**src/rtl/button_debouncer.sv**
```systemverilog
// button_debouncer: synchronise and debounce a raw button, emitting a clean level plus press/release pulses.
// Optional auto-repeat of o_press while held is enabled by defining BUTTON_AUTOREPEAT_EN.
module button_debouncer #(
  parameter int SYNC_STAGES     = 2,
  parameter int DEBOUNCE_CYCLES = 1000000,
  parameter int REPEAT_DELAY    = 50000000,
  parameter int REPEAT_PERIOD   = 10000000
) (
  input  logic i_clk,
  input  logic i_reset,
  input  logic i_button_raw,
  output logic o_button,
  output logic o_press,
  output logic o_release
);
  localparam int MAX_DR = DEBOUNCE_CYCLES > REPEAT_DELAY ? DEBOUNCE_CYCLES : REPEAT_DELAY;
  localparam int MAX_C  = MAX_DR > REPEAT_PERIOD ? MAX_DR : REPEAT_PERIOD;
  localparam int CW     = $clog2(MAX_C + 1);
  localparam logic [CW-1:0] DEB_LAST = CW'(DEBOUNCE_CYCLES - 1);
  typedef enum logic [1:0] {IDLE, PRESS_WAIT, PRESSED, RELEASE_WAIT} state_t;
  state_t state;
  logic [SYNC_STAGES-1:0] sync_q;
  logic [CW-1:0] cnt;
  logic sync;
  assign sync = sync_q[SYNC_STAGES-1];
  always_ff @(posedge i_clk)
    if (i_reset) sync_q <= '0;
    else sync_q <= {sync_q[SYNC_STAGES-2:0], i_button_raw};
`ifdef BUTTON_AUTOREPEAT_EN
  localparam logic [CW-1:0] RD_LAST = CW'(REPEAT_DELAY - 1);
  localparam logic [CW-1:0] RP_LAST = CW'(REPEAT_PERIOD - 1);
  logic [CW-1:0] rcnt;
  logic rfirst;
`endif
  always_ff @(posedge i_clk) begin
    if (i_reset) begin
      state     <= IDLE;
      cnt       <= '0;
      o_button  <= 1'b0;
      o_press   <= 1'b0;
      o_release <= 1'b0;
`ifdef BUTTON_AUTOREPEAT_EN
      rcnt      <= '0;
      rfirst    <= 1'b1;
`endif
    end else begin
      o_press   <= 1'b0;
      o_release <= 1'b0;
      case (state)
        IDLE:
          if (sync) begin
            if (DEBOUNCE_CYCLES == 1) begin
              state    <= PRESSED;
              o_button <= 1'b1;
              o_press  <= 1'b1;
            end else begin
              state <= PRESS_WAIT;
              cnt   <= CW'(1);
            end
          end
        PRESS_WAIT:
          if (!sync) begin
            state <= IDLE;
            cnt   <= '0;
          end else if (cnt == DEB_LAST) begin
            state    <= PRESSED;
            cnt      <= '0;
            o_button <= 1'b1;
            o_press  <= 1'b1;
          end else cnt <= cnt + CW'(1);
        PRESSED:
          if (!sync) begin
            if (DEBOUNCE_CYCLES == 1) begin
              state     <= IDLE;
              o_button  <= 1'b0;
              o_release <= 1'b1;
`ifdef BUTTON_AUTOREPEAT_EN
              rcnt      <= '0;
              rfirst    <= 1'b1;
`endif
            end else begin
              state <= RELEASE_WAIT;
              cnt   <= CW'(1);
            end
          end else begin
`ifdef BUTTON_AUTOREPEAT_EN
            // repeat count only advances while the level is stably held
            if (rcnt == (rfirst ? RD_LAST : RP_LAST)) begin
              o_press <= 1'b1;
              rcnt    <= '0;
              rfirst  <= 1'b0;
            end else rcnt <= rcnt + CW'(1);
`endif
          end
        RELEASE_WAIT:
          if (sync) begin
            state <= PRESSED;
            cnt   <= '0;
          end else if (cnt == DEB_LAST) begin
            state     <= IDLE;
            cnt       <= '0;
            o_button  <= 1'b0;
            o_release <= 1'b1;
`ifdef BUTTON_AUTOREPEAT_EN
            rcnt      <= '0;
            rfirst    <= 1'b1;
`endif
          end else cnt <= cnt + CW'(1);
        default: state <= IDLE;
      endcase
    end
  end
endmodule
```
**config.mk**
```make
export PLATFORM = sky130hd
export DESIGN_NAME = button_debouncer
export DESIGN_NICKNAME = d
export VERILOG_FILES = /design/src/rtl/button_debouncer.sv
export SDC_FILE = /design/constraint.sdc
export NUM_CORES = 1
export LEC_CHECK = 0
export CORE_MARGIN = 5
export CORE_UTILIZATION = 55
export CTS_BUF_LIST = sky130_fd_sc_hd__clkbuf_4
export CTS_CLUSTER_SIZE = 14
export DETAILED_ROUTE_END_ITERATION = 6
export DONT_BUFFER_PORTS = 1
export HOLD_SLACK_MARGIN = 0.15
export PLACE_DENSITY = 0.84
export RECOVER_POWER = 50
export SKIP_CTS_REPAIR_TIMING = 1
export SLEW_MARGIN = 20
export SYNTH_ARGS = -nofsm -noshare
export SYNTH_HDL_FRONTEND = slang
export SYNTH_SLANG_ARGS = --single-unit
```
**constraint.sdc**
```tcl
create_clock -name i_clk -period 1.8 [get_ports i_clk]
set_input_delay 0.36 -clock i_clk [delete_from_list [all_inputs] [get_ports i_clk]]
set_output_delay 0.36 -clock i_clk [all_outputs]
set_load 0.005 [all_outputs]
```
# Word level (Yosys, flattened, before mapping)
# Index checks and enable logic that the tools add are counted.
[classes] add_sub_neg=1 multipliers=0 div_mod_pow=0 n_lt_le_gt_ge=0 eq_ne=12 shift=0 muxes=19 n_bitwise=3 reduce_logical=7
[ops] operator="26-bit 2-to-1 mux" count=5
[ops] operator="26-bit case mux with 4 select lines" count=1
[ops] operator="26-bit by 1-bit adder with 26-bit output (second input constant)" count=1
[ops] operator="26-bit by 20-bit == test with 1-bit output (second input constant)" count=1
[ops] operator="2-bit 2-to-1 mux" count=6
[ops] operator="2-bit != test (second input constant)" count=6
[ops] operator="2-bit case mux with 4 select lines" count=1
[ops] operator="3-bit != test (second input constant)" count=2
[ops] operator="3-bit OR reduction" count=2
[ops] operator="1-bit 2-to-1 mux" count=5
[ops] operator="5-bit AND reduction" count=1
[ops] operator="2-bit == test (second input constant)" count=2
[ops] operator="4-bit AND reduction" count=1
[ops] operator="1-bit inverter" count=3
[ops] operator="2-bit by 1-bit == test with 1-bit output (second input constant)" count=1
[ops] operator="2-bit zero test" count=1
[ops] operator="1-bit case mux with 2 select lines" count=1
[ops] operator="2-bit AND reduction" count=1
[ops] operator="2-bit nonzero test" count=1
[totals] reg_bits=33 latchBits=0 ramBits=0 rom_bits=0 input_bits=3 out_inout_bits=3 word_cells=48 mem_count=0

# Logic depth before layout (Yosys ltp)
[logic_depth] ltp_word=4 mapped_depth=8

# Worst setup path after synthesis
# Ideal clock, no wire load.
[synth_timing] path_kind="register to register" from="register cnt[11]" to="register cnt[22]" setup_ns=0.120 arrival_ns=1.805 required_time_ns=1.680 path_slack_ns=-0.124 stages_incl_launch_ff=9 path_buffers=3 cell_sequence="dfxtp_1 > buf_6 > or4_4 > nor4_4 > a21oi_2 > buf_6 > buf_8 > a32oi_1 > nand2_1"
[synth_between] elab_chain_cells=4 word_cells_on_any_way=6 classes_between="add/sub: 1; eq/ne: 1; mux: 4"
[synth_rtl] element="start, declared" line_no="23" text="logic [CW-1:0] cnt;"
[synth_rtl] element="start signal, assigned" line_no="70" text="end else cnt <= cnt + CW'(1);"
[synth_rtl] element="start signal, assigned" line_no="108" text="end else cnt <= cnt + CW'(1);"
[synth_rtl] element="26-bit by 1-bit adder with 26-bit output / 26-bit by 20-bit == test with 1-bit output (equally long branches)"
[synth_rtl] element="26-bit 2-to-1 mux (*)" line_no="65, 99"
[synth_rtl] element="26-bit 2-to-1 mux (on tied branches)" line_no="96, 62"
[synth_rtl] element="26-bit case mux with 4 select lines (*)" line_no="49" text="case (state)"
# Every way passes the cells marked *; elsewhere a longest branch is shown, timed or not.
# A chain may end at the register's enable or synchronous reset.

# Worst setup path after layout
[layout_timing] from="register cnt[20]" to="register cnt[17]"
[layout_between] elab_chain_cells=4 word_cells_on_any_way=5 classes_between="eq/ne: 1; mux: 4"
[layout_rtl] element="26-bit by 20-bit == test with 1-bit output (*)" line_no="65, 99"
[layout_rtl] element="26-bit 2-to-1 mux (*)" line_no="65, 99"
[layout_rtl] element="26-bit 2-to-1 mux (on tied branches)" line_no="96, 62"
[layout_rtl] element="26-bit case mux with 4 select lines (*)" line_no="49"
# Marks and branches as above.

==> metrics.yaml <==
run_status:
  status: "complete, but fails checks"
  violations: "negative setup slack"
global_routing:
  grt_max_degree: 26
  grt_pass1_vias: 1519
  antenna_found_initial: 0
  gr-total-overflow: 0
  track_usage_pct: 19.7
  grt_pass1_wl_um: 6640
synthesis:
  yosysWarnings: 0
  synth_area_um2: 1680
  synthCells: 194
  avgSynthCellArea_um2: 8.64
  synth.net_count: 198
  seq_area_frac_synth_pct: 39.4
  synth-seq-cells: 33
  synth.distinct_cells: 43
worst_hold_path:
  hp-class: "input port to flop"
worst_setup_path:
  crit_arrival_ns: 2.11
  path_class: "flop to flop"
  rr_worst_depth: 6
  rr_startpoint: "cnt[20]$_SDFFE_PP0P_"
  reg2reg_to: "cnt[17]$_SDFFE_PP0P_"
  worst_setup_path_end_kind: "flop"
  rrSetupSlack_ns: -0.12
  worstSetupStartpointType: "flop"
  cp_max_fo: 25
  crit_start: "cnt[20]$_SDFFE_PP0P_"
  critical_path.endpoint: "cnt[17]$_SDFFE_PP0P_"
  critPathRequiredTime_ns: 1.99
timing:
  holdWs_ns: 0.0867
  final.setup_skew_ns: 0.0162
  rsz0062_at_grt: "true"
  post-route-min-period_ns: 1.92
  finalSetupViolations: 25
  slew_violations: 0
  fmax_mhz: 521
  layout_setup_ws_ns: -0.119
  post-route-period-util_pct: 107
  relSlewSlack_pct: 53.5
  worstMarginPinSlew_ns: 0.694
  finalHoldViolCount: 0
routing:
  drtPass1Iterations: 4
  drc: 0
  drtIter0Drc: 90
  via_count: 1587
  ant_nets: 0
  wl_um: 3940
  wl_per_cell_um: 15.7
  route.detailed.vias_per_inst: 6.32
layout:
  final_common_cell: "dfxtp_1"
  final-seq-area_um2: 663
  final_cells: 251
  layout.nets: 222
  final_cell_mix: "dfxtp_1, buf_4, a31oi_1"
  area_growth_pct: 19.6
  design_area_um2: 2000
  drive_above_1_share_pct: 26.1
  multi_input_area_um2: 1010
  fillCellCount: 218
  insertedDiodeCount: 0
floorplanning:
  start_util_pct: 56.3
  dieArea_um2: 4250
  ioPinCount: 6
  chipHeight_um: 65.2
  row_count: 20
  core-area_um2: 2980
  die_w_um: 65.2
placed_design:
  place_area_um2: 1860
  portBuffers: 0
  placed_cells: 241
  place_hpwl_um: 2800
  place_congestion: 0.878
  dpl_worst_slack_ns: -0.159
cts:
  cts_max_level: 2
  cts.path.max_buffers: 2
  clock-sinks: 33
  cts_root_buf: "clkbuf_4"
  clk_latency_ns: 0.34
  cts.clk_slew.worst_paths_ns: 0.09
  cts_inserted_buffers: 5
  cts_tree: "yes"
job:
  cap_violations: 0
pwr:
  powerDensity_nw_per_um2: 585
  irDropWorstVdd_uv: 504
  leakage_nw: 0.736
[routing by layer]
layer	GRT usage, %	wire length (um)	part of all wire, %	vias up
met5	0	0	0	-
met1	23.2	1660	42	757
met4	7.51	103	2.6	0
met3	5.64	212	5.4	10
met2	33.6	1960	50	46
li1	-	-	-	774
[kinds of logic after synthesis]
| logic type | count (synthesis) | share of synthesized area [%] |
|---|---|---|
| and+or+nand+nor | 85 | 30.4 |
| xor gates and xnor gates | 6 | 3.13 |
| AOI/OAI and AO/OA | 52 | 19.3 |
| adders and majority gates | 1 | 0.746 |
| DFF | 33 | 39.4 |
| buffers and inverters | 14 | 5.22 |
| muxes | 3 | 1.79 |
[critical path: stages (launching register included)]
cell and delay (ns):
dfxtp_2 0.34, or4_4 0.55, nor4_4 0.34, a21oi_2 0.14, buf_12 0.18, a41oi_1 0.19
a31oi_1 0.05
[power by group]
| group | total, mW | switching, mW | internal (mW) |
|---|---|---|---|
| logic | 0.0408 | 0.0238 | 0.0170 |
| registers | 0.742 | 0.00627 | 0.736 |
| clock network | 0.390 | 0.234 | 0.157 |
| total | 1.17 | 0.264 | 0.909 |
[stage by stage]
step	setup TNS, ns	power (mW)	util (%)
6_report	-1.49	1.17	67.3
5_1_grt	-3.86	1.23	67.3
4_1_cts	-2.46	1.18	64.2
3_5_place_dp	-1.79	0.794	62.6
3_3_place_gp	-0.872	0.792	62.6
2_1_floorplan	-0.476	0.786	-
[worst min-delay path by stage]
stage / start / depth (start not counted) / endpoint
floorplan: sync_q[0]$_SDFF_PP0_ / 1 / sync_q[1]$_SDFF_PP0_
global placement: sync_q[0]$_SDFF_PP0_ / 1 / sync_q[1]$_SDFF_PP0_
detailed placement: i_reset / 1 / o_button$_SDFFE_PP0P_
CTS: i_reset / 1 / o_button$_SDFFE_PP0P_
global route: i_reset / 1 / o_press$_SDFF_PP0_
finish: i_reset / 1 / o_button$_SDFFE_PP0P_
[final cells by class]
cell class	instances	area share [%]
multi-input cells	147	50.5
flip-flops and latches	33	33.1
repair buffers	28	11.4
clock buffers	6	2.25
well taps	33	2.06
inverters	3	0.562
clock inverters	1	0.187
[cell usage after synthesis, drive strengths merged]
master,number,area (um2)
a211oi,1,7.51
or4,2,18.8
xnor2,5,43.8
nor2,7,26.3
dfxtp,33,661
and3,3,18.8
or3,1,6.26
nand2b,2,12.5
nor2b,3,18.8
nand4,8,50.1
a31oi,20,125
and3b,1,8.76
nand3b,2,15.0
and2,3,18.8
a21oi,14,73.8
o21ai,8,40.0
or2b,3,22.5
clkbuf,5,18.8
nand3,14,70.1
nor3b,2,15.0
nor4,4,46.3
mux2i,3,30.0
buf,6,57.5
nand2,19,71.3
a22o,4,35.0
nor3,5,36.3
and4,3,26.3
o211ai,1,7.51
or4b,1,10.0
a32oi,1,8.76
or3b,2,17.5
inv,3,11.3
a41oi,3,26.3
xor2,1,8.76
ha,1,12.5
[sequential cells by signal, indices dropped and copies added, names as in the netlist, named ones only]
| signal | flops |
|---|---|
| cnt | 26 |
| sync_q | 2 |
| o_button | 1 |
| o_press | 1 |
| o_release | 1 |
| state | 1 |
Power figures use the tool's default switching activity.
